--- config.mk ---
export PLATFORM = sky130hd
export DESIGN_NAME = decoder_rr_arbiter
export DESIGN_NICKNAME = d
export VERILOG_FILES = /design/src/rtl/decoder_rr_arbiter.sv
export SDC_FILE = /design/constraint.sdc
export NUM_CORES = 1
export LEC_CHECK = 0
export ABC_AREA = 1
export BUFFER_PORTS_ARGS = -buffer_cell sky130_fd_sc_hd__buf_2
export CAP_MARGIN = 20
export CORE_MARGIN = 2
export CORE_UTILIZATION = 57
export CTS_CLUSTER_DIAMETER = 30
export DETAILED_ROUTE_END_ITERATION = 6
export PLACE_DENSITY = 0.79
export REMOVE_ABC_BUFFERS = 1
export SYNTH_ARGS = -nofsm -noshare
export SYNTH_HDL_FRONTEND = slang
export SYNTH_SLANG_ARGS = --single-unit
--- constraint.sdc ---
create_clock -name clk -period 10.4 [get_ports clk]
set_input_delay 0.52 -clock clk [delete_from_list [all_inputs] [get_ports clk]]
set_output_delay 0.52 -clock clk [all_outputs]
set_load 0.005 [all_outputs]
--- src/rtl/decoder_rr_arbiter.sv ---
// Round-robin arbiter granting one of 16 requesters,
// with one-hot decoded grant and bounded tenure.
module decoder_rr_arbiter #(
  parameter int MAX_HOLD = 8,
  parameter int CNT_W    = 4
) (
  input  logic        clk,
  input  logic        rst,
  input  logic [15:0] req,
  input  logic        rel,
  output logic        gnt_valid,
  output logic [3:0]  gnt_idx,
  output logic [15:0] y,
  output logic        expire
);

  typedef enum logic {
    IDLE  = 1'b0,
    GRANT = 1'b1
  } state_t;

  localparam bit HOLD_EN = (MAX_HOLD != 0);
  localparam logic [CNT_W-1:0] HOLD_LAST =
    HOLD_EN ? CNT_W'(MAX_HOLD - 1) : '0;

  state_t           state;
  logic [3:0]       ptr;
  logic [CNT_W-1:0] cnt;

  logic       found;
  logic [3:0] win;
  logic [3:0] cand;
  logic       timeout;
  logic       owner_req;
  logic       release_evt;

  // Search req starting at ptr, wrapping mod 16.
  always_comb begin
    found = 1'b0;
    win   = ptr;
    cand  = ptr;
    for (int i = 0; i < 16; i++) begin
      cand = ptr + 4'(i);
      if (!found && req[cand]) begin
        found = 1'b1;
        win   = cand;
      end
    end
  end

  // Release conditions for the current owner.
  always_comb begin
    owner_req   = req[gnt_idx];
    timeout     = HOLD_EN && (cnt == HOLD_LAST);
    release_evt = rel || !owner_req || timeout;
  end

  // Grant FSM with registered outputs.
  always_ff @(posedge clk) begin
    if (rst) begin
      state     <= IDLE;
      gnt_valid <= 1'b0;
      gnt_idx   <= '0;
      y         <= '0;
      expire    <= 1'b0;
      ptr       <= '0;
      cnt       <= '0;
    end else begin
      expire <= 1'b0;
      unique case (state)
        IDLE: begin
          if (found) begin
            state     <= GRANT;
            gnt_valid <= 1'b1;
            gnt_idx   <= win;
            y         <= 16'(16'h1 << win);
            cnt       <= '0;
            ptr       <= win + 4'd1;
          end
        end
        GRANT: begin
          if (release_evt) begin
            expire <= timeout && !rel && owner_req;
            cnt    <= '0;
            if (found) begin
              gnt_idx <= win;
              y       <= 16'(16'h1 << win);
              ptr     <= win + 4'd1;
            end else begin
              state     <= IDLE;
              gnt_valid <= 1'b0;
              y         <= '0;
            end
          end else begin
            cnt <= cnt + 1'b1;
          end
        end
        default: state <= IDLE;
      endcase
    end
  end

endmodule
# [Word-level counts from Yosys, hierarchy flattened]
# Cells that the tools add are included.
[totals] word_cells=172 out_inout_bits=22 register_bits=31
[op_classes] order_cmp=17 reduce_logical=39 mux=85 shift=1 eq_ne=4 bitwise=2 addsub=17
[ops] cell="$lt A4 B5 Y1 const B" count=17
[ops] cell="$mux W4" count=21
[ops] cell="$bmux W1 S4" count=17
[ops] cell="$mux W16" count=3
[ops] cell="$mux W1" count=38
[ops] cell="$add A4 B4 Y4 const B" count=8
[ops] cell="$pmux W16 S2" count=1
[ops] cell="$pmux W4 S2" count=3
[ops] cell="$logic_and A1 B1 Y1" count=17
[ops] cell="$logic_not A1 Y1" count=17
[ops] cell="$add A4 B3 Y4 const B" count=4
[ops] cell="$shl A1 B4 Y16 const A" count=1
[ops] cell="$add A4 B1 Y4 const B" count=3
[ops] cell="$add A4 B2 Y4 const B" count=2
[ops] cell="$eq A4 B3 Y1 const B" count=1
[ops] cell="$ne A2 B2 Y1 const B" count=2
[ops] cell="$pmux W1 S2" count=2
[ops] cell="$reduce_and A3 Y1" count=1
[ops] cell="$reduce_or A3 Y1" count=1
[ops] cell="$logic_or A1 B1 Y1" count=2
[ops] cell="$ne A2 B1 Y1 const B" count=1
[ops] cell="$not A1 Y1" count=2
[ops] cell="$reduce_and A2 Y1" count=1

# [Logic depth before layout (Yosys ltp)]
# Gate-level depths: netlist (run 1).
[depth] word_depth=52 ltp_mapped=38 depth_no_buf=37

# [Worst setup path before layout (run 1)]
# OpenSTA, ideal clock, no wires.
[synth_timing] kind="register to register" from="register ptr[1]" to="register y[15]" path_slack_ns=6.475 path_buffers=2 arrival_time_ns=3.856 path_stages_with_launch=29 setup_time_ns=0.070 period_less_slack_ns=3.925 path_cell_list="dfxtp_1 > inv_1 > buf_4 > ha_1 > clkbuf_1 > nand3_1 > nand3_1 > nand3_1 > nand2_2 > nand2_4 > nor2_4 > nand2_4 > nor2_4 > nand3_4 > nor2_4 > nand3b_2 > nor2_4 > nand2_2 > nor2_4 > nand3b_2 > nor2_4 > inv_2 > a21oi_2 > ha_1 > ha_1 > inv_1 > nor2_1 > nand3_1 > a21oi_1"
[synth_via] elab_chain_cells=52 word_cells_on_any_way=115 classes_between="15 x add/sub; 1 x eq/ne; 1 x shift; 67 x mux; 31 x reduce/logical"
[synth_rtl] item="from (decl)" line="27" rtl="logic [3:0] ptr;"
[synth_rtl] item="from (signal assigned)" line="78" rtl="ptr <= win + 4'd1;"
[synth_rtl] item="from (signal assigned)" line="88" rtl="ptr <= win + 4'd1;"
[synth_rtl] item="branches (longest 47 deep; another with $add A4 B1 Y4)"
[synth_rtl] item="$mux W4 (*)" line="44" rtl="if (!found && req[cand]) begin"
[synth_rtl] item="net win[0]" line="31" rtl="logic [3:0] win;"
[synth_rtl] item="$shl A1 B4 Y16 (*)" line="76, 87"
[synth_rtl] item="$mux W16" line="85" rtl="if (found) begin"
[synth_rtl] item="$mux W16" line="82" rtl="if (release_evt) begin"
[synth_rtl] item="$pmux W16 S2 (*)" line="70" rtl="unique case (state)"
[synth_rtl] item="to (signal assigned)" line="76" rtl="y <= 16'(16'h1 << win);"
[synth_rtl] item="to (signal assigned)" line="87" rtl="y <= 16'(16'h1 << win);"
[synth_rtl] item="to (decl)" line="13" rtl="output logic [15:0] y,"
# Mark *: on every way through the listed nets, which the timed path passes. The select of a mux whose other input is x is not followed.
# A chain may end at the register's enable or synchronous reset.

# [Final worst setup path (run 1)]
[layout_timing] from="register ptr[0]" to="register y[15]"
# The elaborated chain is that of the path after synthesis.

==> results of run 1 <==
-- layer usage --
layer	vias up	track usage (%)	share of wire, %
li1	1923	-	-
met1	1731	40.5	45
met2	116	53.0	48
met3	16	3.15	4.3
met4	0	11.5	2.3
met5	-	0	0
-- per-stage QoR --
| step | hold WS [ps] | setup slack, ps | util, % |
|---|---|---|---|
| after floorplan | 450 | 6030 | - |
| after global placement | 450 | 5340 | 63.2 |
| after detailed placement | 453 | 5120 | 63.2 |
| after CTS | 464 | 5070 | 65.1 |
| after global routing | 476 | 4520 | 65.1 |
| final | 463 | 4980 | 65.1 |
-- cell type report --
cell class | instances | share of cell area, %
clock buffers | 7 | 2.67
clock inverters | 1 | 0.208
inverters | 71 | 7.49
multi-input cells | 447 | 64.4
flip-flops and latches | 31 | 17.2
well taps | 72 | 2.50
repair buffers | 40 | 5.55
-- cell families (layout without fill, tap and decap cells) --
group           after synthesis  count (layout)
compound gates               97              97
fa+ha+maj                    13              13
mux                           2               2
xor+xnor                      8               8
flops                        31              31
simple gates                327             327
buf+inv                      87             119
-- worst max-delay path: stages, from the launching register on --
cell      delay, ps
dfxtp_1         860
inv_2           360
ha_1            590
inv_1           380
nand3_1         180
nand3_1         120
nand3_1         100
nand2_2         130
nand2_4          60
nor2_4          150
nand2_4          70
nor2_4          140
nand3_4         100
nor2_4          140
nand3b_2        120
nor2_4          110
nand2_2          90
nor2_4          130
nand3b_2        130
nor2_4          180
a21oi_1          80
a21oi_2         290
ha_1            230
ha_1            160
inv_1            50
nor2_1          140
nand3_1         100
a21oi_1         140
-- state kept, by name (all words and copies together) (netlist names) --
| name | cells |
|---|---|
| cnt | 4 |
| expire | 1 |
| gnt_idx | 4 |
| gnt_valid | 1 |
| ptr | 4 |
| state | 1 |
| y | 16 |
-- path summary, 6_finish.rpt --
kind | from | end | cells after the start | slack [ps]
hold reg to reg | y[14] | y[14] | 2 | 460
hold / removal | y[14] | y[14] | 2 | 460
setup reg to reg | ptr[0] | y[15] | 27 | 4980
setup / recovery | ptr[0] | y[15] | 27 | 4980
-- cells in the final DEF (no fill, tap or decap), drive strengths merged, types with 4 or more instances in the layout --
cell	instances
nand2	181
nand3	89
inv	69
o21ai	45
a21oi	44
buf	40
nor2	39
dfxtp	31
ha	13
nand4	11
clkbuf	7
xor2	7
o221ai	4
==> results.toml, run 1 <==
[yosys]
yosysSeqAreaShare_pct = 18.8
synth_compound_area_share_pct = 16.4
syn_inst = 565
synth_area_per_cell_um2 = 5.85
synth.distinct_cells = 39
synth.top_cell.area_share_pct = 19.2
yosys_register_bits = 31
synthAdderAreaFrac_pct = 4.92
synth.area.top_cells = "nand2_1 19%, dfxtp_1 19%, nand3_1 13%"
syn-cell-area_um2 = 3300
synth.most_common_cell = "nand2_1"
synth_commonest_cells = "169 x nand2_1, 88 x nand3_1, 57 x inv_1"
muxShareOfSynthArea_pct = 0.606
dominantRegCellSynth = "dfxtp_1"
synth_edf_count = 0
async_flop_share_pct = 0
synth_top_family_by_area = "simple AND/OR/NAND/NOR gates"
yosysTopAreaCell = "nand2_1"
yosys.area_share.xor_xnor_pct = 2.57
synth-simple-area-share_pct = 45.8
ys_warn_count = 0

[clock_tree]
postCtsSetupBuffers = 0
cts_buffer_depth = 2
cts_tree = "done"
cts.sink_count = 31
clk_latency_ps = 290
post_cts_resize_count = 0
cts_buffers = 5
root_buffer = "clkbuf_8"
ctsHtreeMaxLevel = 2
ctsHoldBuffers = 0
clkSlewWorstSetupHoldPaths_ps = 70

[critical_path]
setup.worst_path.start_class = "register"
arrival_ps = 5630
path_max_fanout = 25
required_ps = 10610
worstSetupPathType = "register to register"
endpoint_kind = "register"

[finish]
n_fill_cell = 555
diodes = 0
syn_to_final_growth_pct = 9.16
final_area_um2 = 3610
nNetsFinal = 628
multiInputGateArea_um2 = 2320
seqCellArea_um2 = 621
final_cells = 669
drive_gt1_share_pct = 15.4

[sta]
hold_viol = 0
timing.fmax_mhz = 185
setup_violations = 0
setup_tns_ps = 0
timing.slew.headroom_pct = 43.8
fin_crit_sh_pct = 52.1
rsz0062_at_grt = "false"
min_period_ps = 5420
tightest_slew_ps = 841
slew_violations = 0
clock_skew_ps = 7.29

[global_routing]
grt_pass1_wl_um = 15700
overflow = 0
grt_max_degree = 27
track_usage_pct = 31.1
antenna_found_initial = 0
grt_pass1_vias = 3318

[route]
routed_wl_um = 9640
avgViaCountPerCell = 5.66
drc_errors = 0
drt_iter0_drc = 273
routedWlPerCell_um = 14.4
antenna_left = 0
vias = 3786
first_pass_iters = 5

[status]
status = "completed"

[placed_design]
place_area_um2 = 3500
place_inst = 661
gp_congestion = 0.956
port_buffers = 40
hpwl_um = 7450

[floorplanning]
dieArea_um2 = 6420
die_y_um = 80.1
fp-row-count = 27
start_util_pct = 59.6
die_w_um = 80.1
ioPinCount = 41
core_area_um2 = 5540

[flow_run]
maxCapViolations = 0

[min_path]
hold_path_class = "register to register"
Power of run 1 is left out: the tool's default activity adds up to more than one toggle a clock period on the data nets, which glitch-free logic cannot reach.
==> inputs of run 2 (changes only) <==
Settings changed: ABC_AREA 1 to 0, CORE_UTILIZATION 57 to 55, PLACE_DENSITY 0.79 to 0.78.
Clock period 10.4 ns to 4.7 ns, I/O delays scaled along.
==> run 2 against run 1 <==
Non-clock buffer count increased by 23. Register-to-register slack got worse by 4800 ps. Clock-buffer cell count decreased by 1. Clock skew decreased by 1.5 ps. Core utilization decreased by 1.3 points. Worst setup slack got worse by 4800 ps. Critical path depth decreased by 12. Critical path type unchanged. Flip-flop and latch count unchanged.
==> results.toml, run 2 <==
[global_routing]
track_usage_pct = 29.7
grt_pass1_wl_um = 20100
grt_pass1_vias = 3998
grt_max_degree = 38
overflow = 0
antenna_found_initial = 0

[yosys]
ys_warn_count = 0
yosys_register_bits = 31
syn_inst = 474
async_flop_share_pct = 0
syn-cell-area_um2 = 4120
synth.top_cell.area_share_pct = 15.9
synth_commonest_cells = "46 x nor2_1, 42 x nand2_1, 36 x mux2i_1"
synth.most_common_cell = "nor2_1"
synth.distinct_cells = 70
yosysSeqAreaShare_pct = 15.1
dominantRegCellSynth = "dfxtp_1"
yosysTopAreaCell = "mux4_2"
synth_area_per_cell_um2 = 8.68
synth.area.top_cells = "mux4_2 16%, dfxtp_1 15%, mux2i_1 8.8%"
synth_edf_count = 0

[sta]
timing.fmax_mhz = 223
tightest_slew_ps = 798
setup_tns_ps = 0
rsz0062_at_grt = "false"
setup_violations = 0
min_period_ps = 4480
slew_violations = 0
fin_crit_sh_pct = 95.3
hold_viol = 0
timing.slew.headroom_pct = 46.3
clock_skew_ps = 5.81

[min_path]
hold_path_class = "input port to register"
min_path_cells = 3
min_to = "expire"
hold_start = "rel"

[floorplanning]
die_y_um = 90.5
die_w_um = 90.5
ioPinCount = 41
start_util_pct = 56.8
dieArea_um2 = 8190
fp-row-count = 31
core_area_um2 = 7250

[critical_path]
arrival_ps = 4690
setup.worst_path.start_class = "register"
path_max_fanout = 13
endpoint_kind = "register"
rr_worst_depth = 15
startpoint = "ptr[1]"
r2r-start = "ptr[1]"
required_ps = 4910
r2r-end = "y[11]"
worstSetupPathType = "register to register"
reg2reg_setup_slack_ps = 220

[clock_tree]
cts_buffers = 5
clk_latency_ps = 280
ctsHoldBuffers = 0
cts_buffer_depth = 2
cts.sink_count = 31
ctsHtreeMaxLevel = 2
root_buffer = "clkbuf_8"
clkSlewWorstSetupHoldPaths_ps = 70
cts_tree = "done"

[placed_design]
hpwl_um = 8890
port_buffers = 40
gp_congestion = 0.981

[route]
drt_iter0_drc = 523
vias = 4196
drc_errors = 0
avgViaCountPerCell = 6.83
routed_wl_um = 12200
routedWlPerCell_um = 19.9
first_pass_iters = 5
antenna_left = 0

[finish]
drive_gt1_share_pct = 27.8
layout_common_cells = "46 x nor2_1, 42 x nand2_1, 40 x buf_2, 35 x mux2i_1"
syn_to_final_growth_pct = 12.4
largest_reg_flops = 16
nNetsFinal = 546
n_fill_cell = 624
layout_commonest_cell = "nor2_1"
largest-register = "y"
diodes = 0

[flow_run]
maxCapViolations = 0

[status]
status = "completed"
run 2: changes by cell type in the layout (fill, tap and decap cells not counted), sizes merged, moves of 9 or more:
cell / before / now
o21ai: 45 / 13
mux2i: 2 / 38
mux2: 0 / 21
a211oi: 0 / 9
inv: 69 / 11
a21oi: 44 / 31
nor3: 2 / 15
nand3: 89 / 10
buf: 40 / 63
nand2: 181 / 42
mux4: 0 / 29
run 2: per-layer routing:
| layer | global-route usage, % | share of wire [%] | wire length, um |
|---|---|---|---|
| met1 | 39.1 | 42 | 5140 |
| met4 | 10.1 | 4.0 | 484 |
| met3 | 6.84 | 8.8 | 1070 |
| met2 | 48.0 | 45 | 5550 |
| met5 | 0 | 0 | 0 |
run 2: worst max path at each step:
stage	endpoint	slack [ps]	cells past startpoint
4_1_cts	y[11]	100	14
2_1_floorplan	y[11]	-1160	14
3_5_place_dp	y[11]	-10	14
5_1_grt	ptr[2]	20	15
6_report	y[11]	220	15
3_3_place_gp	y[13]	80	15
run 2: cell families (layout without fill, tap and decap cells):
kind of cell,count (synthesis),after routing,synth area share [%]
buffers and inverters,42,83,4.92
AO/OA/AOI/OAI,124,124,21.4
AND/OR/NAND/NOR,162,162,20.1
multiplexers,88,88,31.4
adder cells (fa/ha/maj),13,13,3.95
flip-flops,31,31,15.1
XOR/XNOR,14,14,3.16
run 2: metrics by stage:
stage / instances / hold WS (ps) / setup WS [ps] / util, % / cell area [um^2]
finish: 614 / 274 / 220 / 63.8 / 4630
floorplan: 444 / 304 / -1160 / - / 3960
CTS: 613 / 282 / 97.5 / 63.2 / 4580
global route: 614 / 307 / 22.3 / 63.8 / 4630
global placement: 605 / 439 / 79.4 / 61.5 / 4460
detailed placement: 605 / 442 / -14.8 / 61.5 / 4460
run 2: area by class of cell:
type	instances	area, um^2	share of cell area [%]
multi-input combinational	401	3330	72.0
sequential	31	622	13.4
timing repair buffer	63	389	8.41
tap	99	124	2.68
clock buffer	6	82.6	1.79
inverter	12	45.0	0.974
clock inverter	2	35.0	0.757
run 2: repair_timing:
item                                   4_1_cts  5_1_grt
gates resized for setup                      1        8
setup endpoints to repair                    2       11
cloned                                       0        0
pin swaps                                    0        1
endpoints found under the hold margin        0        0
setup buffers                                0        1
run 2: worst max-delay path, cell delays in order, from the launching register on:
cell and delay [ps]:
dfxtp_1 350, inv_1 90, ha_4 390, buf_4 150, mux4_2 530, mux2_2 330, mux2i_4 300, nor3b_1 290
nand3_1 300, nor2_1 330, a311oi_1 170, a21oi_2 320, ha_1 230, nand2_1 70, or3b_1 400, a21oi_1 150
Power of run 2 is left out for the same reason.
==> inputs of run 3 (changes only) <==
Settings changed: CELL_PAD_IN_SITES_DETAIL_PLACEMENT set to 1, CELL_PAD_IN_SITES_GLOBAL_PLACEMENT set to 2, CORE_UTILIZATION 55 to 34, PLACE_DENSITY 0.78 to unset, PLACE_DENSITY_LB_ADDON set to 0.1.
==> run 3 against run 2 <==
Wire length increased by 22%. Die area increased by 59%. Global-route usage decreased by 6.3 points. Clock skew increased by 2.5 ps. Flip-flop and latch count unchanged. Worst setup slack got worse by 9.4 ps. Via count decreased by 1.0%. Clock-buffer cell count unchanged. First-iteration DRC count decreased by 69%. Worst hold slack improved by 21 ps. Register-to-register slack about the same.
==> results.toml, run 3 (same netlist as run 2, synthesis figures left out) <==
[finish]
largest_reg_flops = 16
layout_common_cells = "46 x nor2_1, 42 x nand2_1, 40 x buf_2, 35 x mux2i_1"
final_cells = 671
final_area_um2 = 4810
n_fill_cell = 1453
drive_gt1_share_pct = 28.2
diodes = 0
syn_to_final_growth_pct = 16.9
largest-register = "y"
layout_commonest_cell = "nor2_1"
nNetsFinal = 555

[min_path]
min_path_cells = 3
hold_path_class = "input port to register"
hold_start = "rel"

[global_routing]
track_usage_pct = 23.4
grt_pass1_vias = 4081
grt_max_degree = 38
grt_pass1_wl_um = 23400
overflow = 0
antenna_found_initial = 0

[sta]
hold_viol = 0
timing.fmax_mhz = 223
setup_violations = 0
rsz0062_at_grt = "false"
min_period_ps = 4490
slew_violations = 0
tightest_slew_ps = 735
fin_crit_sh_pct = 95.5
fin_ws_ps = 211
timing.slew.headroom_pct = 50.8
clock_skew_ps = 8.27

[critical_path]
arrival_ps = 4700
rr_worst_depth = 15
endpoint_kind = "register"
required_ps = 4910
path_max_fanout = 13
r2r-start = "ptr[0]"
startpoint = "ptr[0]"
setup.worst_path.start_class = "register"
worstSetupPathType = "register to register"

[floorplanning]
die_w_um = 114
die_y_um = 114
ioPinCount = 41
dieArea_um2 = 13000
core_area_um2 = 11900
fp-row-count = 40
start_util_pct = 34.6

[placed_design]
place_inst = 662
place_ws_ps = 130
place_area_um2 = 4590
hpwl_um = 11600
gp_congestion = 0.933
port_buffers = 40

[clock_tree]
ctsHtreeMaxLevel = 2
cts_tree = "done"
cts_buffers = 5
root_buffer = "clkbuf_16"
cts_buffer_depth = 2
ctsHoldBuffers = 0
cts.sink_count = 31
clkSlewWorstSetupHoldPaths_ps = 60
clk_latency_ps = 280

[route]
vias = 4152
avgViaCountPerCell = 6.19
drt_iter0_drc = 164
drc_errors = 0
routedWlPerCell_um = 22.2
first_pass_iters = 4
antenna_left = 0
routed_wl_um = 14900

[status]
status = "completed"

[flow_run]
maxCapViolations = 0
## run 3: timing repair
action	CTS	global route
buffers inserted	0	1
endpoints found under the setup margin	0	10
gates resized for setup	0	5
## run 3: metal layers
layer | up-vias | share of wire (%) | GRT usage, %
met5 | - | 0 | 0
met4 | 0 | 1.8 | 5.53
met3 | 22 | 4.7 | 3.99
met2 | 106 | 44 | 35.6
met1 | 2093 | 49 | 34.4
li1 | 1931 | - | -
## run 3: final timing paths
| kind | endpoint | slack (ps) |
|---|---|---|
| hold reg to reg | y[5] | 450 |
| setup / recovery | y[11] | 210 |
| hold / removal | expire | 300 |
| setup reg to reg | y[11] | 210 |
## run 3: final cells by class
cell class	count	area, um^2	area share [%]
multi-input cells	401	3320	69.0
flip-flops and latches	31	621	12.9
repair buffers	72	453	9.41
well taps	147	184	3.82
clock buffers	6	129	2.68
clock inverters	2	60.1	1.25
inverters	12	45.0	0.936
## run 3: metrics by stage
| step | hold WS, ps | util (%) | setup TNS (ps) |
|---|---|---|---|
| 6_report | 295 | 40.4 | 0 |
| 4_1_cts | 297 | 40.1 | 0 |
| 3_3_place_gp | 439 | 38.5 | 0 |
| 5_1_grt | 308 | 40.4 | 0 |
| 2_1_floorplan | 304 | - | -23860 |
| 3_5_place_dp | 444 | 38.5 | 0 |
## run 3: worst max-delay path, stage by stage, from the launching register on
cell and delay [ps]:
dfxtp_1 370, inv_1 70, ha_1 270, buf_4 230, mux4_2 610, mux2i_1 260, mux2i_1 180, nand2b_4 190
or4_4 550, o22a_1 230, a221o_1 390, a21oi_4 230, ha_1 230, nand2_1 80, or3b_1 390, a21oi_1 140
Power of run 3 is left out for the same reason.
